**src/rtl/ssm_instr_dispatcher_pkg.sv**
```systemverilog
// Shared constants for the instruction dispatcher: opcodes, FSM indices, states, error codes.
package ssm_dispatch_pkg;

   localparam logic [3:0] OP_ALU_MAX  = 4'h7;
   localparam logic [3:0] OP_ALUI_MAX = 4'h9;
   localparam logic [3:0] OP_MOVE     = 4'hA;
   localparam logic [3:0] OP_MOVI     = 4'hB;
   localparam logic [3:0] OP_LOAD     = 4'hC;
   localparam logic [3:0] OP_STORE    = 4'hD;
   localparam logic [3:0] OP_NOP      = 4'hE;
   localparam logic [3:0] OP_HALT     = 4'hF;

   localparam int FSM_ALU   = 0;
   localparam int FSM_ALUI  = 1;
   localparam int FSM_MOVE  = 2;
   localparam int FSM_MOVI  = 3;
   localparam int FSM_LOAD  = 4;
   localparam int FSM_STORE = 5;

   typedef enum logic [2:0] {
      ST_IDLE, ST_DECODE, ST_START, ST_WAIT, ST_RETIRE, ST_HALT, ST_ERROR
   } state_e;

   localparam logic [1:0] ERR_NONE       = 2'b00;
   localparam logic [1:0] ERR_TIMEOUT    = 2'b01;
   localparam logic [1:0] ERR_BAD_DONE   = 2'b10;
   localparam logic [1:0] ERR_STRAY_DONE = 2'b11;

   typedef struct packed {
      logic [3:0] opcode;
      logic [5:0] param1;
      logic [5:0] param2;
   } instr_t;

endpackage

```
**src/rtl/ssm_instr_dispatcher_if.sv**
```systemverilog
// Fetch/execution-side bus of the dispatcher; master = fetch + execution FSMs, slave = dispatcher.
interface ssm_instr_dispatcher_if #(
   parameter int NUM_FSM = 6
);
   logic               instr_valid;
   logic [15:0]        instruction;
   logic               instr_ready;
   logic [3:0]         opcode;
   logic [5:0]         param1;
   logic [5:0]         param2;
   logic [NUM_FSM-1:0] fsm_start;
   logic [NUM_FSM-1:0] fsm_done;
   logic               retire;
   logic               busy;
   logic               halted;
   logic               error;
   logic [1:0]         err_code;
   logic               err_clear;

   modport master (
      output instr_valid, instruction, fsm_done, err_clear,
      input  instr_ready, opcode, param1, param2, fsm_start, retire, busy, halted, error, err_code
   );

   modport slave (
      input  instr_valid, instruction, fsm_done, err_clear,
      output instr_ready, opcode, param1, param2, fsm_start, retire, busy, halted, error, err_code
   );
endinterface

```
**src/rtl/ssm_instr_dispatcher_opcode_decoder.sv**
```systemverilog
// Combinational opcode classifier: one-hot execution FSM select plus NOP/HALT flags.
module ssm_opcode_decoder
   import ssm_dispatch_pkg::*;
#(
   parameter int NUM_FSM = 6
) (
   input  logic [3:0]         i_opcode,
   output logic [NUM_FSM-1:0] o_sel,
   output logic               o_is_nop,
   output logic               o_is_halt
);

   always_comb begin
      o_sel     = '0;
      o_is_nop  = 1'b0;
      o_is_halt = 1'b0;
      if (i_opcode <= OP_ALU_MAX)       o_sel[FSM_ALU]  = 1'b1;
      else if (i_opcode <= OP_ALUI_MAX) o_sel[FSM_ALUI] = 1'b1;
      else begin
         case (i_opcode)
            OP_MOVE:  o_sel[FSM_MOVE]  = 1'b1;
            OP_MOVI:  o_sel[FSM_MOVI]  = 1'b1;
            OP_LOAD:  o_sel[FSM_LOAD]  = 1'b1;
            OP_STORE: o_sel[FSM_STORE] = 1'b1;
            OP_NOP:   o_is_nop         = 1'b1;
            default:  o_is_halt        = 1'b1;
         endcase
      end
   end

endmodule

```
**src/rtl/ssm_instr_dispatcher.sv**
```systemverilog
// Dispatcher between fetch and the per-class execution FSMs; one instruction in flight at a time.
// Optional perf counters (retires, WAIT cycles) are built when SSM_DISPATCH_PERF_EN is defined.
module ssm_instr_dispatcher
   import ssm_dispatch_pkg::*;
#(
   parameter int NUM_FSM        = 6,
   parameter int TIMEOUT_CYCLES = 32
) (
   input  logic                  i_clock,
   input  logic                  i_reset,
   ssm_instr_dispatcher_if.slave bus
`ifdef SSM_DISPATCH_PERF_EN
   ,
   output logic [15:0]           o_perf_retired,
   output logic [15:0]           o_perf_wait_cycles
`endif
);

   localparam int CW = (TIMEOUT_CYCLES > 0) ? $clog2(TIMEOUT_CYCLES + 1) : 1;
   localparam logic [CW-1:0] TO_LAST = CW'((TIMEOUT_CYCLES > 0) ? TIMEOUT_CYCLES - 1 : 0);

   state_e             r_state, w_next;
   instr_t             r_instr;
   logic [1:0]         r_err_code, w_err_next;
   logic [CW-1:0]      r_cnt;
   logic [NUM_FSM-1:0] w_sel;
   logic               w_is_nop, w_is_halt;
   logic               w_accept, w_done_any, w_done_ok, w_timeout;

   ssm_opcode_decoder #(.NUM_FSM(NUM_FSM)) u_dec (
      .i_opcode  (r_instr.opcode),
      .o_sel     (w_sel),
      .o_is_nop  (w_is_nop),
      .o_is_halt (w_is_halt)
   );

   assign bus.instr_ready = (r_state == ST_IDLE) & i_reset;
   assign bus.opcode      = r_instr.opcode;
   assign bus.param1      = r_instr.param1;
   assign bus.param2      = r_instr.param2;
   assign bus.err_code    = r_err_code;

   assign w_accept   = bus.instr_valid & bus.instr_ready;
   assign w_done_any = |bus.fsm_done;
   assign w_done_ok  = (bus.fsm_done == w_sel);
   // Counter holds WAIT cycles already elapsed; the last one expires the budget.
   assign w_timeout  = (TIMEOUT_CYCLES != 0) && (r_cnt == TO_LAST);

   always_ff @(posedge i_clock or negedge i_reset) begin
      if (!i_reset) begin
         r_state    <= ST_IDLE;
         r_instr    <= '0;
         r_err_code <= ERR_NONE;
         r_cnt      <= '0;
      end else begin
         r_state    <= w_next;
         r_err_code <= w_err_next;
         if (w_accept) r_instr <= instr_t'(bus.instruction);
         if (r_state == ST_START)                   r_cnt <= '0;
         else if (r_state == ST_WAIT && r_cnt != '1) r_cnt <= r_cnt + CW'(1);
      end
   end

   always_comb begin
      w_next        = r_state;
      w_err_next    = r_err_code;
      bus.fsm_start = '0;
      bus.retire    = 1'b0;
      bus.busy      = (r_state != ST_IDLE);
      bus.halted    = 1'b0;
      bus.error     = 1'b0;
      case (r_state)
         ST_IDLE: begin
            if (w_done_any) begin
               w_next     = ST_ERROR;
               w_err_next = ERR_STRAY_DONE;
            end else if (w_accept) begin
               w_next = ST_DECODE;
            end
         end
         ST_DECODE: begin
            if (w_done_any) begin
               w_next     = ST_ERROR;
               w_err_next = ERR_STRAY_DONE;
            end else if (w_is_halt) w_next = ST_HALT;
            else if (w_is_nop)      w_next = ST_RETIRE;
            else                    w_next = ST_START;
         end
         ST_START: begin
            bus.fsm_start = w_sel;
            // A done here would predate the start edge the FSM has not yet seen.
            if (w_done_any) begin
               w_next     = ST_ERROR;
               w_err_next = ERR_STRAY_DONE;
            end else begin
               w_next = ST_WAIT;
            end
         end
         ST_WAIT: begin
            if (w_done_any && !w_done_ok) begin
               w_next     = ST_ERROR;
               w_err_next = ERR_BAD_DONE;
            end else if (w_done_any) begin
               w_next = ST_RETIRE;
            end else if (w_timeout) begin
               w_next     = ST_ERROR;
               w_err_next = ERR_TIMEOUT;
            end
         end
         ST_RETIRE: begin
            bus.retire = 1'b1;
            if (w_done_any) begin
               w_next     = ST_ERROR;
               w_err_next = ERR_STRAY_DONE;
            end else begin
               w_next = ST_IDLE;
            end
         end
         ST_HALT: bus.halted = 1'b1;
         ST_ERROR: begin
            bus.error = 1'b1;
            if (bus.err_clear) begin
               w_next     = ST_IDLE;
               w_err_next = ERR_NONE;
            end
         end
         default: w_next = ST_IDLE;
      endcase
   end

`ifdef SSM_DISPATCH_PERF_EN
   logic [15:0] r_perf_retired, r_perf_wait;

   always_ff @(posedge i_clock or negedge i_reset) begin
      if (!i_reset) begin
         r_perf_retired <= '0;
         r_perf_wait    <= '0;
      end else begin
         if (r_state == ST_RETIRE && r_perf_retired != 16'hFFFF) r_perf_retired <= r_perf_retired + 16'd1;
         if (r_state == ST_WAIT && r_perf_wait != 16'hFFFF)      r_perf_wait    <= r_perf_wait + 16'd1;
      end
   end

   assign o_perf_retired     = r_perf_retired;
   assign o_perf_wait_cycles = r_perf_wait;
`endif

endmodule

```
**src/flat_wrapper.sv**
```systemverilog
// flat-port wrapper written by rule: the top's interface ports become plain ports
module ssm_instr_dispatcher_flat import ssm_dispatch_pkg::*;
#(
   parameter int NUM_FSM        = 6,
   parameter int TIMEOUT_CYCLES = 32
)
  (i_clock, i_reset, bus_instr_valid, bus_instruction, bus_fsm_done, bus_err_clear, bus_instr_ready, bus_opcode, bus_param1, bus_param2, bus_fsm_start, bus_retire, bus_busy, bus_halted, bus_error, bus_err_code);
  ssm_instr_dispatcher_if #(.NUM_FSM(NUM_FSM)) bus_i ();
  input  logic i_clock;
  input  logic i_reset;
  input wire logic [$bits(bus_i.instr_valid)-1:0] bus_instr_valid;
  input wire logic [$bits(bus_i.instruction)-1:0] bus_instruction;
  input wire logic [$bits(bus_i.fsm_done)-1:0] bus_fsm_done;
  input wire logic [$bits(bus_i.err_clear)-1:0] bus_err_clear;
  output wire logic [$bits(bus_i.instr_ready)-1:0] bus_instr_ready;
  output wire logic [$bits(bus_i.opcode)-1:0] bus_opcode;
  output wire logic [$bits(bus_i.param1)-1:0] bus_param1;
  output wire logic [$bits(bus_i.param2)-1:0] bus_param2;
  output wire logic [$bits(bus_i.fsm_start)-1:0] bus_fsm_start;
  output wire logic [$bits(bus_i.retire)-1:0] bus_retire;
  output wire logic [$bits(bus_i.busy)-1:0] bus_busy;
  output wire logic [$bits(bus_i.halted)-1:0] bus_halted;
  output wire logic [$bits(bus_i.error)-1:0] bus_error;
  output wire logic [$bits(bus_i.err_code)-1:0] bus_err_code;
  assign bus_i.instr_valid = bus_instr_valid;
  assign bus_i.instruction = bus_instruction;
  assign bus_i.fsm_done = bus_fsm_done;
  assign bus_i.err_clear = bus_err_clear;
  assign bus_instr_ready = bus_i.instr_ready;
  assign bus_opcode = bus_i.opcode;
  assign bus_param1 = bus_i.param1;
  assign bus_param2 = bus_i.param2;
  assign bus_fsm_start = bus_i.fsm_start;
  assign bus_retire = bus_i.retire;
  assign bus_busy = bus_i.busy;
  assign bus_halted = bus_i.halted;
  assign bus_error = bus_i.error;
  assign bus_err_code = bus_i.err_code;
  ssm_instr_dispatcher #(.NUM_FSM(NUM_FSM), .TIMEOUT_CYCLES(TIMEOUT_CYCLES)) u_core (.i_clock(i_clock), .i_reset(i_reset), .bus(bus_i));
endmodule
```
**config.mk**
```make
export PLATFORM = sky130hd
export DESIGN_NAME = ssm_instr_dispatcher_flat
export DESIGN_NICKNAME = d
export VERILOG_FILES = /design/src/rtl/ssm_instr_dispatcher_pkg.sv /design/src/rtl/ssm_instr_dispatcher_if.sv /design/src/rtl/ssm_instr_dispatcher_opcode_decoder.sv /design/src/rtl/ssm_instr_dispatcher.sv /design/src/flat_wrapper.sv
export SDC_FILE = /design/constraint.sdc
export NUM_CORES = 1
export LEC_CHECK = 0
export ABC_AREA = 1
export CAP_MARGIN = 20
export CORE_ASPECT_RATIO = 0.75
export CORE_MARGIN = 1
export CORE_UTILIZATION = 30
export CTS_CLUSTER_SIZE = 8
export DETAILED_ROUTE_END_ITERATION = 8
export PLACE_DENSITY = 0.67
export SYNTH_ARGS = -nofsm -noshare
export SYNTH_HDL_FRONTEND = slang
export SYNTH_SLANG_ARGS = --single-unit
```
**constraint.sdc**
```tcl
create_clock -name i_clock -period 3.9 [get_ports i_clock]
set_input_delay 0.78 -clock i_clock [delete_from_list [all_inputs] [get_ports i_clock]]
set_output_delay 0.78 -clock i_clock [all_outputs]
set_load 0.005 [all_outputs]
```
---- Word level (Yosys, flattened, before mapping) ----
Index checks and enable logic that the tools add are counted.
word-level totals
  output and inout bits ................... 29
  logic and storage cells ................. 82
  input bits .............................. 26
  flip-flop bits (word level) ............. 27
operators by class
  bitwise operators ....................... 3
  $add $sub $neg .......................... 1
  multiplexer cells ....................... 38
  equality and inequality tests ........... 20
  $lt $le $gt $ge ......................... 2
  reductions and logical operators ........ 12
operator list
  kind                 count
  $mux 3               11
  $pmux 3 s7           1
  $eq 4x4->1 const B   5
  $mux 6               3
  $mux 1               15
  $mux 2               5
  $eq 3x3->1 const B   3
  $add 6x1->6 const B  1
  $eq 3x2->1 const B   2
  $eq 6x5->1 const B   1
  $eq 6x6->1           1
  $ne 6x6->1 const B   1
  $pmux 2 s3           1
  $reduce_bool 3->1    2
  $reduce_or 6->1      1
  $mux 5               1
  $reduce_and 5->1     1
  $reduce_or 5->1      1
  $le 4x3->1 const B   1
  $le 4x4->1 const B   1
  $mux 4               1
  $ne 4x2->1 const B   1
  $reduce_and 4->1     1
  $reduce_or 4->1      1
  other kinds (12)     14

---- Depth between registers and ports, before layout ----
Gate-level depths: netlist (run 1).
  word-level depth ........................ 9
  depth in mapped cells ................... 12
  mapped depth without buffers ............ 12

---- Hierarchy ----
A second synthesis (run 1) with hierarchy kept.
second synthesis, totals
  cell total of the unflattened synthesis .. 206
  area, all modules ....................... 1584.0 µm²
modules (own cells, without submodules)
  module                instances  cells an instance  area an instance (µm²)  sequential area each (µm²)
  ssm_instr_dispatcher  1          189                1520.2                  675.6
  ssm_opcode_decoder    1          17                 63.8                    0.0

---- Worst setup path after synthesis (run 1) ----
OpenSTA, ideal clock, no wires.
  kind .................................... reg-to-output
  start point ............................. register u_core.r_state[2]
  end point ............................... output port bus_fsm_start[1]
  data arrival time ....................... 1001 ps
  path buffers ............................ 1
  slack ................................... 2119 ps
  stages on the path, launching flop included .. 5
  required time ........................... 3120 ps
  path through ............................ dfrtp_1 -> inv_1 -> nand3_2 -> buf_2 -> nor2_1
on the way
  word-level cells in the longest chain between the ends .. 2
ends and longest elaborated chain
  element                 RTL line                    text
  from (decl)             ssm_instr_dispatcher.sv:22  state_e r_state, w_next;
  from (signal assigned)  ssm_instr_dispatcher.sv:56  r_state <= w_next;
  $eq 3x2->1              ssm_instr_dispatcher.sv:72  case (r_state)
  $mux 6                  ssm_instr_dispatcher.sv:72
  to (decl)               flat_wrapper.sv:19          output wire logic [$bits(bus_i.fsm_start)-1:0] bus_fsm_start;
Every way passes these cells.

---- Worst setup path after layout (run 1) ----
  start point ............................. input port i_reset
  end point ............................... output port bus_instr_ready
on the way
  word-level cells in the longest chain between the ends .. 1
ends and longest elaborated chain
  element      RTL line                    text
  from (decl)  flat_wrapper.sv:10          input logic i_reset;
  $and 1x1->1  ssm_instr_dispatcher.sv:37  assign bus.instr_ready = (r_state == ST_IDLE) & i_reset;
  to (decl)    flat_wrapper.sv:15          output wire logic [$bits(bus_i.instr_ready)-1:0] bus_instr_ready;
Every way passes these cells.

==> results of run 1 <==
-- cell type report --
| class | instances | share of cell area, % |
|---|---|---|
| Multi-Input combinational cell | 143 | 35.00 |
| Sequential cell | 27 | 30.05 |
| Timing Repair Buffer | 55 | 24.37 |
| Inverter | 26 | 4.341 |
| Tap cell | 72 | 4.007 |
| Clock buffer | 3 | 1.836 |
| Clock inverter | 1 | 0.3895 |
-- kinds of logic (layout without fill, tap and decap cells) --
group | count (synthesis) | in the layout | synth area share (%)
AND/OR/NAND/NOR | 106 | 106 | 28.84
AO/OA/AOI/OAI | 23 | 23 | 8.038
buffers and inverters | 29 | 85 | 7.880
adder cells (fa/ha/maj) | 1 | 1 | 0.7879
flip-flops | 27 | 27 | 42.55
XOR/XNOR | 1 | 1 | 0.5517
multiplexers | 12 | 12 | 11.35
-- state kept, by name, indices dropped and copies added (netlist names) --
signal / cells
u_core.r_state: 3
u_core.bus.opcode: 4
u_core.bus.err_code: 2
u_core.r_cnt: 6
u_core.bus.param1: 6
u_core.bus.param2: 6
-- power groups by stage --
stage               Clock, mW  Sequential (mW)  Combinational [mW]
floorplan                   0            0.480               0.366
global placement            0            0.487               0.686
detailed placement          0            0.485               0.696
CTS                     0.175            0.486               0.697
global route            0.184            0.500               0.770
finish                  0.168            0.486               0.690
-- synth_stat cells (all sizes together) --
cell    instances
buf             3
mux2           12
inv            26
nor2           35
o21bai          1
ha              1
a211oi          1
nand3          18
a21oi          11
nand2          52
a41oi           1
xnor2           1
nand4           1
o21ai           9
dfrtp          27
-- path summary, 6_finish.rpt --
path                                         from  cells past startpoint  slack, ps                     end
max in group asynchronous                 i_reset                      2       2690  u_core.bus.err_code[1]
max                                       i_reset                      4       1130         bus_instr_ready
min                        u_core.bus.err_code[1]                      2        490  u_core.bus.err_code[1]
min reg2reg                u_core.bus.err_code[1]                      2        490  u_core.bus.err_code[1]
max reg2reg                     u_core.r_state[0]                     11       2020       u_core.r_state[1]
min in group asynchronous                 i_reset                      2        940         u_core.r_cnt[1]
-- worst max-delay path, cell delays in order --
cell and delay, ps:
clkdlybuf4s50_1 510, inv_1 80, nor2_4 110, clkdlybuf4s50_1 510
-- routing by layer --
layer	track usage, %	share of wire (%)	wire length [um]	up-vias
met4	2.500	0.53	19	0
met1	19.97	52	1849	638
li1	-	-	-	744
met3	3.185	5.6	201	2
met5	0	0	0	-
met2	21.03	42	1489	42
-- per-stage QoR --
| stage | power, mW | worst slack (ps) | std cells |
|---|---|---|---|
| 4_1_cts | 1.357 | 1087 | 327 |
| 6_report | 1.344 | 1128 | 327 |
| 3_5_place_dp | 1.181 | 1099 | 323 |
| 2_1_floorplan | 0.8459 | 2119 | 199 |
| 5_1_grt | 1.454 | 967.1 | 327 |
| 3_3_place_gp | 1.173 | 1082 | 323 |
==> impl_metrics.ini, run 1 <==
[floorplan]
fp.dieW_um = 86.01
die_area_mm2 = 0.005591
start_util_pct = 31.87
die_h_um = 65.01
pin_count = 55
rows = 22
core-area_mm2 = 0.004982

[timing]
drv_slew = 0
fin_skew_ps = 7.212
setup_viol = 0
holdWs_ps = 492.9
fmax_mhz = 360.7
finalHoldViolations = 0
fin_crit_ps = 2772
fin_tns_setup_ps = 0
worst_pin_slew_ps = 574.5
max_slew_margin_pct = 61.57
post-route-period-util_pct = 71.08
rsz0062_at_grt = false

[pwr]
vdd_drop_max_uv = 325.7
p_switching_uw = 485.5
power_frac_comb_pct = 51.4
clkPwrFrac_pct = 12.5
power_density_mw_per_mm2 = 597.8
p_int_uw = 858.6
p_seq_share_pct = 36.1
leakagePower_nw = 1.086
switching_share_pct = 36.12

[routing]
drt_wl_total_um = 3560
drc = 0
vias = 1426
drt_iter0_drc = 56
drtPass1Iterations = 4
avgViaCountPerCell = 4.361
wl_per_cell_um = 10.89
ant_nets = 0

[logic_synthesis]
synthTopCellsByArea = dfrtp_1 (43%), nand2_1 (12%), mux2_4 (11%)
synth_area_leader_cell = dfrtp_1
synth_seq_area_share_pct = 42.55
ys_ff_latch = 27
synth_top_area_share_pct = 42.55
synth_nets = 226
synth_cell_type_count = 22
synth_cells = 199
avgSynthCellArea_um2 = 7.979
syn_area_mm2 = 0.001588
yosys_warnings = 0

[clock_tree]
ctsResizeCount = 0
clk_path_buf_depth = 2
cts_hold_buf = 0
cts.sinks = 27
post_cts_buffers = 0
numCtsBuffers = 3
h-tree-depth = 1
clockRootBuffer = clkbuf_8
cts_tree = yes
worst_setup_hold_path_clk_slew_ps = 90
insertion_delay_ps = 280

[setup_path]
required_ps = 3120
cp-start-kind = input port
crit_type = in2out
critical_path_arrival_ps = 1990
cp_max_fo = 2
end_kind = output port

[cells_and_area]
drive_above_1_share_pct = 11.37
utilization_pct = 45.13
multi_input_comb_area_um2 = 787.0
fin_area_mm2 = 0.002248
nFillCells = 497
mostFrequentLayoutCells = clkdlybuf4s50_1 (54), nand2_1 (50), nor2_1 (31), dfrtp_1 (27), inv_1 (22)
regArea_um2 = 675.6
antenna_cells = 0
layout_commonest_cell = clkdlybuf4s50_1
nets = 283
area_growth_pct = 41.61

[global_route]
grt_pass1_wl_um = 6092
globalRouteOverflowTotal = 0
grt_use_total_pct = 13.79
grt_max_degree = 28
antenna_found_initial = 0
grt_pass1_vias = 1356

[placement]
place.gp.congestion = 0.8087
placed_area_mm2 = 0.002198
io_buffers = 54
place_hpwl_um = 2716

[run]
drv_cap = 0

[worst_hold_path]
hold_path.class = reg2reg

[run_status]
outcome = finished clean
Power figures use the tool's default switching activity.
==> inputs of run 2 (changes only) <==
==> constraint.sdc (replaced) <==
create_clock -name i_clock -period 2.8 [get_ports i_clock]
set_input_delay 0.56 -clock i_clock [delete_from_list [all_inputs] [get_ports i_clock]]
set_output_delay 0.56 -clock i_clock [all_outputs]
set_load 0.005 [all_outputs]
==> impl_metrics.ini, run 2 (synthesis results as in run 1) <==
[pwr]
switching_share_pct = 35.87
p_int_mw = 1.196
power_frac_comb_pct = 51.3
p_seq_share_pct = 36.1
p_switching_uw = 669.0
power_density_mw_per_mm2 = 829.4
vdd_drop_max_uv = 533.8
leakagePower_nw = 1.086
clkPwrFrac_pct = 12.5

[worst_hold_path]
min_from = u_core.bus.err_code[1]
hold_depth = 2
hold_path.class = reg2reg
holdPathEnd = u_core.bus.err_code[1]

[floorplan]
rows = 22
fp.dieW_um = 86.01
die_area_mm2 = 0.005591
die_h_um = 65.01
start_util_pct = 31.87
pin_count = 55
core-area_mm2 = 0.004982

[routing]
vias = 1432
drt_wl_total_um = 3489
drt_iter0_drc = 43
wl_per_cell_um = 10.67
drtPass1Iterations = 4
avgViaCountPerCell = 4.379
drc = 0
ant_nets = 0

[global_route]
grt_pass1_vias = 1305
grt_pass1_wl_um = 5968
grt_max_degree = 28
antenna_found_initial = 0
globalRouteOverflowTotal = 0
grt_use_total_pct = 13.52

[timing]
finalHoldViolations = 0
worst_pin_slew_ps = 558.8
rsz0062_at_grt = false
fin_crit_ps = 2511
setup_viol = 0
fin_skew_ps = 4.978
fmax_mhz = 398.2
max_slew_margin_pct = 62.62
fin_tns_setup_ps = 0
post-route-period-util_pct = 89.69
drv_slew = 0

[run]
drv_cap = 0

[clock_tree]
clk_path_buf_depth = 2
numCtsBuffers = 3
insertion_delay_ps = 280
h-tree-depth = 1
cts_hold_buf = 0
post_cts_buffers = 0
cts_tree = yes
clockRootBuffer = clkbuf_8
cts.sinks = 27
worst_setup_hold_path_clk_slew_ps = 100
ctsResizeCount = 0

[setup_path]
critical_path_arrival_ps = 1950
r2r_setup_slack_ps = 930
cp-start-kind = register
r2r_start = u_core.r_state[0]
crit_chain = inv_1 -> nand3_2 -> nor2_1 -> clkdlybuf4s50_1
required_ps = 2240
cp_max_fo = 15
r2r_end = u_core.r_state[1]
reg2regPathDepth = 11
cp_slowest_cell = clkdlybuf4s50_1
end_kind = output port
crit_type = reg2out
critPathMaxStageDelay_ps = 520

[placement]
place_hpwl_um = 2719
place.gp.congestion = 0.7960
io_buffers = 54
placed_area_mm2 = 0.002198

[cells_and_area]
area_growth_pct = 41.61
fin_area_mm2 = 0.002248
antenna_cells = 0
mostFrequentLayoutCells = clkdlybuf4s50_1 (54), nand2_1 (50), nor2_1 (31), dfrtp_1 (27), inv_1 (22)
layout_commonest_cell = clkdlybuf4s50_1
nFillCells = 496
drive_above_1_share_pct = 11.37
nets = 283

[run_status]
outcome = finished clean
## run 2: cell counts in the layout (fill, tap and decap cells not counted)
No cell type changed its count.
## run 2: worst max-delay path by stage
stage,startpoint,end,slack [ps],cells after the start
floorplan,u_core.r_state[2],bus_fsm_start[1],1240,4
global placement,i_reset,bus_instr_ready,420,4
detailed placement,i_reset,bus_instr_ready,440,4
CTS,u_core.r_state[2],bus_fsm_start[0],250,4
global route,u_core.r_state[2],bus_fsm_start[2],120,4
finish,u_core.r_state[2],bus_fsm_start[0],290,4
## run 2: per-stage QoR
stage                     total power, mW  hold slack (ps)  instances  util (%)  setup WS (ps)
after floorplan                     1.178            264.4        199         -           1239
after global placement              1.635            489.7        323     44.12          423.1
after detailed placement            1.644            493.3        323     44.12          435.9
after CTS                           1.887            517.6        327     45.13          252.1
after global routing                2.019            539.4        327     45.13          119.7
final                               1.865            510.6        327     45.13          288.7
## run 2: routing by layer
layer  track usage, %  part of all wire [%]
met1            19.62                    51
met2            20.63                    44
met3            3.439                   5.1
met4            1.875                  0.32
met5                0                     0
## run 2: cell type report
type	count	area [um2]	share of cell area (%)
Clock buffer	3	41.29	1.836
Clock inverter	1	8.758	0.3895
Inverter	26	97.59	4.341
Multi-Input combinational cell	143	787.0	35.00
Sequential cell	27	675.6	30.05
Tap cell	72	90.09	4.007
Timing Repair Buffer	55	548.0	24.37
## run 2: power by group through the flow
stage	combinational, mW	clock (mW)	sequential, mW
2_1_floorplan	0.510	0	0.668
3_3_place_gp	0.955	0	0.681
6_report	0.957	0.234	0.674
4_1_cts	0.971	0.241	0.675
3_5_place_dp	0.967	0	0.676
5_1_grt	1.06	0.257	0.696
## run 2: critical path, delay by kind of cell, from the launching register on
kind / cells / cell delay (ps)
flip-flops: 1 / 480
AND/OR/NAND/NOR: 2 / 500
buffers and inverters: 2 / 700
